[config.mk]
export PLATFORM = sky130hd
export DESIGN_NAME = noc_arbiter_param
export DESIGN_NICKNAME = d
export VERILOG_FILES = /design/src/rtl/noc_arb_pkg.sv /design/src/rtl/noc_rr_out.sv /design/src/rtl/noc_arbiter_param.sv
export SDC_FILE = /design/constraint.sdc
export NUM_CORES = 1
export LEC_CHECK = 0
export ABC_AREA = 1
export BUFFER_PORTS_ARGS = -buffer_cell sky130_fd_sc_hd__buf_2
export CAP_MARGIN = 30
export CELL_PAD_IN_SITES_DETAIL_PLACEMENT = 0
export CELL_PAD_IN_SITES_GLOBAL_PLACEMENT = 1
export CORE_AREA = 2 2 156 158
export DETAILED_ROUTE_END_ITERATION = 12
export DIE_AREA = 0 0 158 160
export PLACE_DENSITY = 0.9
export SYNTH_ARGS = -nofsm -noshare
export SYNTH_HDL_FRONTEND = slang
export SYNTH_SLANG_ARGS = --single-unit
export TNS_END_PERCENT = 10
[constraint.sdc]
create_clock -name clk -period 6.2 [get_ports clk]
set_input_delay 0.31 -clock clk [delete_from_list [all_inputs] [get_ports clk]]
set_output_delay 0.31 -clock clk [all_outputs]
set_load 0.005 [all_outputs]
[src/rtl/noc_arb_pkg.sv]
// Shared definitions for the NoC output arbiter: port indices, output FSM
// states and the dimension-ordered (YX) route function.
package noc_arb_pkg;

   localparam int NPORTS = 5;

   localparam logic [2:0] PORT_N = 3'd0;
   localparam logic [2:0] PORT_S = 3'd1;
   localparam logic [2:0] PORT_W = 3'd2;
   localparam logic [2:0] PORT_E = 3'd3;
   localparam logic [2:0] PORT_L = 3'd4;

   // Widest coordinate the route function handles; narrower ones are zero-extended.
   localparam int MAX_COORD_W = 16;
   typedef logic [MAX_COORD_W-1:0] coord_t;

   typedef enum logic {
      ST_IDLE = 1'b0,
      ST_BUSY = 1'b1
   } out_state_t;

   // Resolve Y first, then X; a fully matching address ejects to the local port.
   function automatic logic [2:0] route_yx(input coord_t cur_x, input coord_t cur_y,
                                           input coord_t dst_x, input coord_t dst_y);
      if (dst_y > cur_y)      return PORT_N;
      else if (dst_y < cur_y) return PORT_S;
      else if (dst_x > cur_x) return PORT_E;
      else if (dst_x < cur_x) return PORT_W;
      else                    return PORT_L;
   endfunction

endpackage

[src/rtl/noc_rr_out.sv]
// One output port's round-robin arbiter: IDLE/BUSY FSM, rotating pointer and,
// when NOC_ARB_GRANT_TIMEOUT_EN is defined, a hold counter forcing release.
//
// state   | meaning
// --------+-----------------------------------------------------------
// ST_IDLE | no grant held; picks first requester at index >= ptr
// ST_BUSY | grant held and frozen until release (or hold timeout)
module noc_rr_out
   import noc_arb_pkg::*;
#(
   parameter int MAX_HOLD = 16
) (
   input  logic              clk,
   input  logic              reset,
   input  logic [NPORTS-1:0] req,
   input  logic              rel_req,
   output logic [NPORTS-1:0] grant,
   output logic              timeout,
   output logic [NPORTS-1:0] clr
);

   out_state_t        state, state_nxt;
   logic [NPORTS-1:0] grant_nxt;
   logic [2:0]        ptr, ptr_nxt;
   logic [2:0]        win, win_nxt;
   logic [2:0]        pick_idx;
   logic              pick_found;
   logic              forced;
   logic              end_grant;

`ifdef NOC_ARB_GRANT_TIMEOUT_EN
   localparam int HOLD_W = (MAX_HOLD > 1) ? $clog2(MAX_HOLD) : 1;
   logic [HOLD_W-1:0] hold;

   assign forced = (state == ST_BUSY) && (hold == HOLD_W'(MAX_HOLD - 1));

   // Count consecutive BUSY cycles; restart whenever the grant ends.
   always_ff @(posedge clk) begin
      if (reset)                              hold <= '0;
      else if (state == ST_BUSY && !end_grant) hold <= hold + 1'b1;
      else                                    hold <= '0;
   end

   // A release arriving together with the timeout wins, so no pulse then.
   always_ff @(posedge clk) begin
      if (reset) timeout <= 1'b0;
      else       timeout <= forced && !rel_req;
   end
`else
   assign forced  = 1'b0;
   assign timeout = 1'b0;
`endif

   assign end_grant = (state == ST_BUSY) && (rel_req || forced);
   // The winner's next-hop entry is retired on the same edge the grant drops.
   assign clr       = end_grant ? grant : '0;

   // Rotating search for the first requester starting at ptr.
   always_comb begin
      pick_found = 1'b0;
      pick_idx   = '0;
      for (int k = 0; k < NPORTS; k++) begin
         int j;
         j = (int'(ptr) + k) % NPORTS;
         if (!pick_found && req[j]) begin
            pick_found = 1'b1;
            pick_idx   = 3'(j);
         end
      end
   end

   // Next-state and registered-output logic.
   always_comb begin
      state_nxt = state;
      grant_nxt = grant;
      ptr_nxt   = ptr;
      win_nxt   = win;
      case (state)
         ST_IDLE: begin
            if (pick_found) begin
               state_nxt = ST_BUSY;
               grant_nxt = NPORTS'(1) << pick_idx;
               win_nxt   = pick_idx;
            end
         end
         ST_BUSY: begin
            if (end_grant) begin
               state_nxt = ST_IDLE;
               grant_nxt = '0;
               ptr_nxt   = (win == 3'(NPORTS - 1)) ? 3'd0 : win + 3'd1;
            end
         end
         default: state_nxt = ST_IDLE;
      endcase
   end

   // State, grant, pointer and winner registers.
   always_ff @(posedge clk) begin
      if (reset) begin
         state <= ST_IDLE;
         grant <= '0;
         ptr   <= '0;
         win   <= '0;
      end else begin
         state <= state_nxt;
         grant <= grant_nxt;
         ptr   <= ptr_nxt;
         win   <= win_nxt;
      end
   end

endmodule

[src/rtl/noc_arbiter_param.sv]
// Five-port NoC router arbiter: per-input YX next-hop registers feeding five
// independent round-robin output arbiters. Optional grant hold timeout is
// enabled with macro NOC_ARB_GRANT_TIMEOUT_EN.
module noc_arbiter_param
   import noc_arb_pkg::*;
#(
   parameter int COORD_W  = 4,
   parameter int MAX_HOLD = 16
) (
   input  logic                       clk,
   input  logic                       reset,
   input  logic [2*COORD_W-1:0]       router_addr_i,
   input  logic [NPORTS*2*COORD_W-1:0] hdr_addr_i,
   input  logic [NPORTS-1:0]          hdr_valid_i,
   input  logic [NPORTS-1:0]          release_i,
   output logic [NPORTS*NPORTS-1:0]   grant_o,
   output logic [NPORTS-1:0]          busy_o,
   output logic [NPORTS-1:0]          timeout_o
);

   localparam int AW = 2 * COORD_W;

   logic [NPORTS-1:0] nh_valid;
   logic [2:0]        nh_route  [NPORTS];
   logic [2:0]        hdr_route [NPORTS];
   logic [NPORTS-1:0] req_out   [NPORTS];
   logic [NPORTS-1:0] clr_out   [NPORTS];
   logic [NPORTS-1:0] clr_in;

   // Route each input's header; address layout is {X, Y}.
   always_comb begin
      for (int i = 0; i < NPORTS; i++) begin
         hdr_route[i] = route_yx(coord_t'(router_addr_i[AW-1:COORD_W]),
                                 coord_t'(router_addr_i[COORD_W-1:0]),
                                 coord_t'(hdr_addr_i[i*AW+COORD_W +: COORD_W]),
                                 coord_t'(hdr_addr_i[i*AW +: COORD_W]));
      end
   end

   // Fan next-hop entries out into per-output request vectors.
   always_comb begin
      for (int o = 0; o < NPORTS; o++) begin
         req_out[o] = '0;
         for (int i = 0; i < NPORTS; i++)
            req_out[o][i] = nh_valid[i] && (nh_route[i] == 3'(o));
      end
   end

   // Collect retire strobes from all outputs per input.
   always_comb begin
      clr_in = '0;
      for (int o = 0; o < NPORTS; o++)
         clr_in = clr_in | clr_out[o];
   end

   // Next-hop registers: load once per packet, hold until the winner is released.
   always_ff @(posedge clk) begin
      if (reset) begin
         nh_valid <= '0;
         for (int i = 0; i < NPORTS; i++) nh_route[i] <= '0;
      end else begin
         for (int i = 0; i < NPORTS; i++) begin
            if (clr_in[i]) begin
               nh_valid[i] <= 1'b0;
            end else if (hdr_valid_i[i] && !nh_valid[i]) begin
               nh_valid[i] <= 1'b1;
               nh_route[i] <= hdr_route[i];
            end
         end
      end
   end

   for (genvar o = 0; o < NPORTS; o++) begin : g_out
      noc_rr_out #(
         .MAX_HOLD (MAX_HOLD)
      ) u_out (
         .clk     (clk),
         .reset   (reset),
         .req     (req_out[o]),
         .rel_req (release_i[o]),
         .grant   (grant_o[o*NPORTS +: NPORTS]),
         .timeout (timeout_o[o]),
         .clr     (clr_out[o])
      );
      assign busy_o[o] = |grant_o[o*NPORTS +: NPORTS];
   end

endmodule

==> reports/results.tsv, run 1 <==
stage	metric	value	unit
logic_synthesis	most frequent cell after synthesis	nand2_1	
logic_synthesis	asr flop ratio synth	0	
clock_tree	CTS H-Tree Depth	3	
clock_tree	CTS Root Cell	clkbuf_16	
route	DRT iter0 DRCs	639	
grt	GRT Total Usage	0.230	
logic_synthesis	synth warn	0	
clock_tree	CTS max path bufs	2	
logic_synthesis	combinational family with the most area after synthesis	simple AND/OR/NAND/NOR gates	
power_and_ir_drop	switching power	0.00243	W
worst_setup_path	largest stage delay on the critical path	0.72	ns
grt	largest net degree at the start of global routing	47	
sta	Hold Fails Final Rpt	0	
logic_synthesis	Primary FF master, synth	dfxtp_1	
floorplan	Initial Utilization	0.456	
route	post-DR vias/cell	5.17	
sta	unrepaired setup endpoints after global routing	no	
worst_setup_path	Crit Path Class	flip-flop to flip-flop	
worst_setup_path	Critical Path AT	4.80	ns
worst_setup_path	R2R setup slack	1.68	ns
worst_setup_path	Worst setup SP type	flip-flop	
worst_setup_path	buffers plus inverters on the worst setup path	5	
sta	Final period util	0.730	
clock_tree	hold-fix buffer count after cts	0	
worst_setup_path	crit path max fanout	13	
sta	worst clock skew	0.00646	ns
route	Routed Antenna Nets	0	
worst_setup_path	RR Endpoint	g_out[2].u_out.grant[2]$_SDFFE_PP0P_	
logic_synthesis	top cell type's share of synthesized area	0.176	
clock_tree	CTS tree	built	
placement	dpl cells	2127	
grt	first-pass GRT wire length	47.8	mm
power_and_ir_drop	Clock Power Share	0.123	
logic_synthesis	cell taking the most area after synthesis	ha_1	
worst_setup_path	Worst Reg-to-Reg Cells	26	
floorplan	Die Ht	160	um
clock_tree	clock sink count	80	
sta	Worst Tran Pin Value	0.930	ns
logic_synthesis	Mean Syn Cell Area	6.28	um2
grt	GR Overflow Total	0	
logic_synthesis	Compound-Gate Fraction of Synth Area	0.146	
worst_setup_path	delay-heaviest family, CP	simple AND/OR/NAND/NOR gates	
logic_synthesis	XOR/XNOR Fraction of Synth Area	0.0364	
placement	input/output buffers	89	
worst_setup_path	worst setup path end	g_out[2].u_out.grant[2]$_SDFFE_PP0P_	
worst_setup_path	CP most frequent cell	nand2_1	
outcome	outcome	finished, final reports clean	
route	vias after detailed routing	11087	
power_and_ir_drop	leak pwr	6.19	nW
worst_setup_path	worst r2r src	g_out[2].u_out.ptr[0]$_SDFFE_PP0P_	
logic_synthesis	Yosys reg bits	80	
power_and_ir_drop	pwr/cell area	374	nW/um2
power_and_ir_drop	Comb power frac	0.683	
floorplan	# rows	57	
clock_tree	total CTS buffers	9	
route	first-pass iteration count of the detailed router	5	
power_and_ir_drop	Design Power	0.00447	W
logic_synthesis	Syn Inst Count	1731	
final_layout	Synth-to-Final Area Change	9.74	%
sta	# setup viols final	0	
clock_tree	post-CTS setup buffers	0	
placement	post-DP HPWL	23.7	mm
grt	vias in the first global route	10163	
sta	max-slew violation count	0	
clock_tree	post-cts resize count	0	
worst_setup_path	CP required	6.48	ns
route	Avg WL per Cell	13.5	um
power_and_ir_drop	Internal	0.00204	W
power_and_ir_drop	Flop pwr share	0.194	
power_and_ir_drop	switching part of the total	0.543	
sta	Slew HR	0.375	
sta	worst hold margin	0.201	ns
clock_tree	clock slew at reported path FFs	0.07	ns
power_and_ir_drop	Max VDD drop	0.172	mV
floorplan	Ports	95	
clock_tree	Worst-Skew Late Latency	0.35	ns
placement	RD Place Congestion	0.856	
worst_setup_path	Crit-path slowest cell	dfxtp_1	
logic_synthesis	mux contribution to synthesized area	0	
final_layout	layout cell share with drive strength beyond 1	0.100	
worst_setup_path	Crit. path cell count	26	
sta	final setup TNS	0	ns
sta	Highest Clock Rate	221	MHz
worst_setup_path	Worst Setup SP	g_out[2].u_out.ptr[0]$_SDFFE_PP0P_	
floorplan	die area	25300	um2
job	MaxCap Viol Count	0	
final_layout	Layout Cells excl Fill	2143	
logic_synthesis	Post-Synth Adder-Cell Area	0.180	
logic_synthesis	post-synthesis sequential area ratio	0.161	
placement	Post-DP Area	11600	um2
final_layout	diode count	0	
logic_synthesis	post-synthesis simple-gate area fraction	0.360	
logic_synthesis	Post-synth top cells	nand2_1 (425), inv_1 (294), nand3_1 (170)	
logic_synthesis	Post-synth EDFFs	15	
floorplan	Chip Width	158	um
floorplan	floorplan core area	23800	um2
route	Post-route DRC	0	
hold_path	hold wc startpoint	hdr_valid_i[4]	
grt	initial antenna violation count	1	
route	DRT Wirelength	29.0	mm
sta	fin crit period	4.52	ns
hold_path	Min-Delay Path Class	input pin to flip-flop	
worst_setup_path	CP Capture Type	flip-flop	
logic_synthesis	synth unique cells	59	
final_layout	final instance area	11900	um2
logic_synthesis	Synth area leaders	ha_1 (18%), nand2_1 (15%), dfxtp_1 (12%), inv_1 (10%), nand3_1 (7.8%)	
logic_synthesis	Synth Cell Area	10900	um2
final_layout	Nets	2029	
[how the worst min path moves through the flow]
stage / endpoint / slack [ns] / depth (start not counted)
final: nh_valid[4]$_SDFFE_PP0P_ / 0.20 / 2
after global routing: nh_valid[4]$_SDFFE_PP0P_ / 0.20 / 2
after CTS: nh_valid[4]$_SDFFE_PP0P_ / 0.19 / 2
after detailed placement: g_out[4].u_out.state$_SDFF_PP0_ / 0.48 / 2
after global placement: g_out[1].u_out.win[1]$_SDFFE_PP0P_ / 0.47 / 2
after floorplan: nh_valid[4]$_SDFFE_PP0P_ / 0.45 / 1
[registers in the layout, summed over array words and instances, names as in the netlist]
register           count
nh_route              15
g_out.u_out.win       15
g_out.u_out.grant     25
g_out.u_out.ptr       15
g_out.u_out.state      5
nh_valid               5
[metal layers]
layer / wire length [um] / global-route usage
met5: 12 / 0
met4: 745 / 0.0745
met3: 1340 / 0.0293
met2: 13400 / 0.386
met1: 13400 / 0.303
[area by class of cell]
| cell class | count | area, um2 |
|---|---|---|
| fill | 2525 | 11900 |
| tap | 324 | 405 |
| multi-input combinational | 1329 | 7870 |
| clock inverter | 3 | 22.5 |
| inverter | 303 | 1140 |
| timing repair buffer | 91 | 460 |
| sequential | 80 | 1750 |
| clock buffer | 13 | 282 |
[cell usage in the layout, fill, tap and decap left out, types with 7 or more instances in the layout]
cell,Yosys,routed
nand2_1,425,425
inv_1,294,294
nand3_1,170,170
ha_1,153,153
nor2_1,126,126
buf_2,2,89
a21oi_1,86,86
o21ai_0,79,79
dfxtp_1,65,65
nor3_1,34,34
nand4_1,30,30
xor2_1,28,28
o211ai_1,24,24
nand3b_1,18,18
edfxtp_1,15,15
nand2_2,13,13
o21bai_1,11,11
nor2_2,10,10
clkbuf_16,0,10
or2_2,9,9
nor4_1,9,9
nand3_2,8,8
o21ai_1,8,8
o22ai_1,7,7
[cell families (layout without fill, tap and decap cells)]
family | after synthesis | after routing
simple gates | 868 | 868
flops | 80 | 80
xor+xnor | 40 | 40
buf+inv | 326 | 410
other cells | 1 | 5
fa+ha+maj | 155 | 155
compound gates | 261 | 261
[power groups by stage]
stage	combinational (W)	sequential (W)	clock, W
3_3_place_gp	0.00296	0.000873	0
5_1_grt	0.00349	0.000885	0.000575
6_report	0.00305	0.000869	0.000547
2_1_floorplan	0.00243	0.000787	0
4_1_cts	0.00304	0.000867	0.000552
3_5_place_dp	0.00302	0.000876	0
[through the flow]
stage | setup slack (ns) | utilization
4_1_cts | 1.69 | 0.501
3_3_place_gp | 1.86 | 0.488
5_1_grt | 1.25 | 0.501
6_report | 1.68 | 0.501
3_5_place_dp | 1.69 | 0.488
2_1_floorplan | 2.48 | -
Note: power is estimated with default switching activity, not from simulation.
==> inputs of run 2 (changes only) <==
Settings changed: CORE_AREA 2 2 156 158 to 2 2 161 163, DIE_AREA 0 0 158 160 to 0 0 163 165, PLACE_DENSITY 0.9 to 0.85.
Clock period 6.2 ns to 4.6 ns, I/O delays scaled along.
==> run 2 against run 1 <==
Clock skew increased by 0.0068 ns. Sequential share of layout area decreased by 0.16 points. Via count decreased by 0.44%. Count of clock-buffer cells in the layout decreased by 3. Register-to-register slack got worse by 1.1 ns. Global-route usage decreased by 0.87 points. Clock power increased by 38%. Fmax increased by 12%. First-iteration DRC count increased by 5.5%. Sequential power increased by 27%. Cell area increased by 1.2%. Critical path depth increased by 2. Critical endpoint is now g_out[2].u_out.grant[0]$_SDFFE_PP0P_. Largest power group unchanged.
==> reports/results.tsv, run 2 (synthesized netlist as in run 1, its figures left out) <==
stage	metric	value	unit
outcome	outcome	finished, final reports clean	
clock_tree	Worst-Skew Late Latency	0.35	ns
grt	first-pass GRT wire length	48.7	mm
floorplan	Die Ht	165	um
route	DRT Wirelength	29.4	mm
floorplan	# rows	58	
placement	input/output buffers	89	
power_and_ir_drop	Max VDD drop	0.231	mV
floorplan	Chip Width	163	um
sta	Slew HR	0.407	
clock_tree	clock slew at reported path FFs	0.07	ns
sta	Worst Tran Pin Value	0.883	ns
floorplan	Initial Utilization	0.434	
sta	fin crit period	4.05	ns
final_layout	register area	1750	um2
hold_path	Min-Delay Path Class	input pin to flip-flop	
floorplan	Ports	95	
final_layout	Largest Register	g_out.u_out.grant	
placement	RD Place Congestion	0.891	
floorplan	floorplan core area	25000	um2
clock_tree	CTS max path bufs	2	
final_layout	max FFs per register	25	
clock_tree	hold-fix buffer count after cts	0	
clock_tree	CTS H-Tree Depth	3	
worst_setup_path	crit path max fanout	9	
grt	initial antenna violation count	4	
worst_setup_path	largest stage delay on the critical path	0.38	ns
worst_setup_path	CP required	4.87	ns
route	Metal-1 WL	14.4	mm
clock_tree	CTS tree	built	
sta	max-slew violation count	0	
sta	worst clock skew	0.0133	ns
route	met2 WL	13.2	mm
route	Post-route DRC	0	
route	first-pass iteration count of the detailed router	5	
final_layout	multi-input logic area	7870	um2
sta	# setup viols final	0	
worst_setup_path	CP Capture Type	flip-flop	
route	Avg WL per Cell	13.6	um
clock_tree	clock sink count	80	
route	post-DR vias/cell	5.09	
final_layout	most frequent cells in the layout	nand2_1 (425), inv_1 (292), nand3_1 (170), ha_1 (153), nor2_1 (126)	
route	Top Layer Used	met5	
final_layout	layout cell share with drive strength beyond 1	0.110	
final_layout	most common cell after layout, fill and taps aside	nand2_1	
worst_setup_path	Critical Path AT	4.32	ns
sta	Highest Clock Rate	247	MHz
worst_setup_path	Crit-path slowest cell	dfxtp_1	
sta	Hold Fails Final Rpt	0	
floorplan	die area	26900	um2
power_and_ir_drop	pwr/cell area	504	nW/um2
final_layout	fillers	2612	
placement	post-DP HPWL	24.0	mm
grt	GRT Total Usage	0.221	
grt	GR Overflow Total	0	
route	DRT iter0 DRCs	674	
job	MaxCap Viol Count	0	
worst_setup_path	Worst setup SP type	flip-flop	
grt	vias in the first global route	10082	
sta	unrepaired setup endpoints after global routing	no	
power_and_ir_drop	leak pwr	6.27	nW
clock_tree	total CTS buffers	9	
clock_tree	CTS Root Cell	clkbuf_16	
final_layout	final instance area	12100	um2
route	vias after detailed routing	11038	
final_layout	Synth-to-Final Area Change	11.0	%
route	routed wl met3	1.21	mm
placement	Post-DP Area	11700	um2
route	Routed Antenna Nets	0	
final_layout	Nets	2045	
grt	largest net degree at the start of global routing	46	
worst_setup_path	Crit Path Class	flip-flop to flip-flop	
sta	final setup TNS	0	ns
worst_setup_path	CP most frequent cell	nand2_1	
sta	Final period util	0.880	
[run 2: repair_timing]
item / 4_1_cts / 5_1_grt
endpoints found under the setup margin: 0 / 13
setup buffers: 0 / 5
resized for setup: 0 / 4
[run 2: layer usage]
metal  global-route usage  up-vias
met5                    0        -
met4               0.0539        2
met3               0.0284       33
met2                0.375      233
met1                0.297     4913
li1                     -     5857
[run 2: final timing paths]
path	slack, ns	endpoint	cells after the start	from
setup / recovery	0.55	g_out[2].u_out.grant[0]$_SDFFE_PP0P_	28	g_out[2].u_out.ptr[1]$_SDFFE_PP0P_
hold / removal	0.13	nh_valid[4]$_SDFFE_PP0P_	2	hdr_valid_i[4]
setup reg to reg	0.55	g_out[2].u_out.grant[0]$_SDFFE_PP0P_	28	g_out[2].u_out.ptr[1]$_SDFFE_PP0P_
hold reg to reg	0.48	g_out[0].u_out.grant[4]$_SDFFE_PP0P_	2	g_out[0].u_out.grant[4]$_SDFFE_PP0P_
[run 2: cell type report]
| type | count | share of cell area |
|---|---|---|
| multi-input combinational | 1329 | 0.652 |
| timing repair buffer | 107 | 0.0481 |
| antenna | 3 | 0.000622 |
| clock buffer | 10 | 0.0198 |
| clock inverter | 6 | 0.00549 |
| tap | 330 | 0.0342 |
| inverter | 303 | 0.0949 |
| sequential | 80 | 0.145 |
[run 2: worst max-delay path: cells and delay by family (launching register included)]
| family | cells | cell delay [ns] |
|---|---|---|
| AND/OR/NAND/NOR | 14 | 1.53 |
| adder cells (fa/ha/maj) | 4 | 0.88 |
| buffers and inverters | 6 | 0.56 |
| AO/OA/AOI/OAI | 3 | 0.42 |
| flip-flops | 1 | 0.38 |
| XOR/XNOR | 1 | 0.20 |
[run 2: where the power goes]
part	internal, W	switching, W	leakage [nW]
clock network	0.000438	0.000317	0.149
logic	0.00145	0.00278	5.43
registers	0.000905	0.000199	0.689
[run 2: stage by stage]
step	setup WS (ns)	hold WS, ns	utilization	std cells	power, W
finish	0.550	0.128	0.482	2168	0.00608
global route	0.0585	0.124	0.482	2166	0.00678
CTS	0.395	0.121	0.480	2160	0.00605
detailed placement	0.435	0.469	0.468	2144	0.00529
global placement	0.466	0.468	0.468	2144	0.00523
floorplan	0.876	0.368	-	1735	0.00433
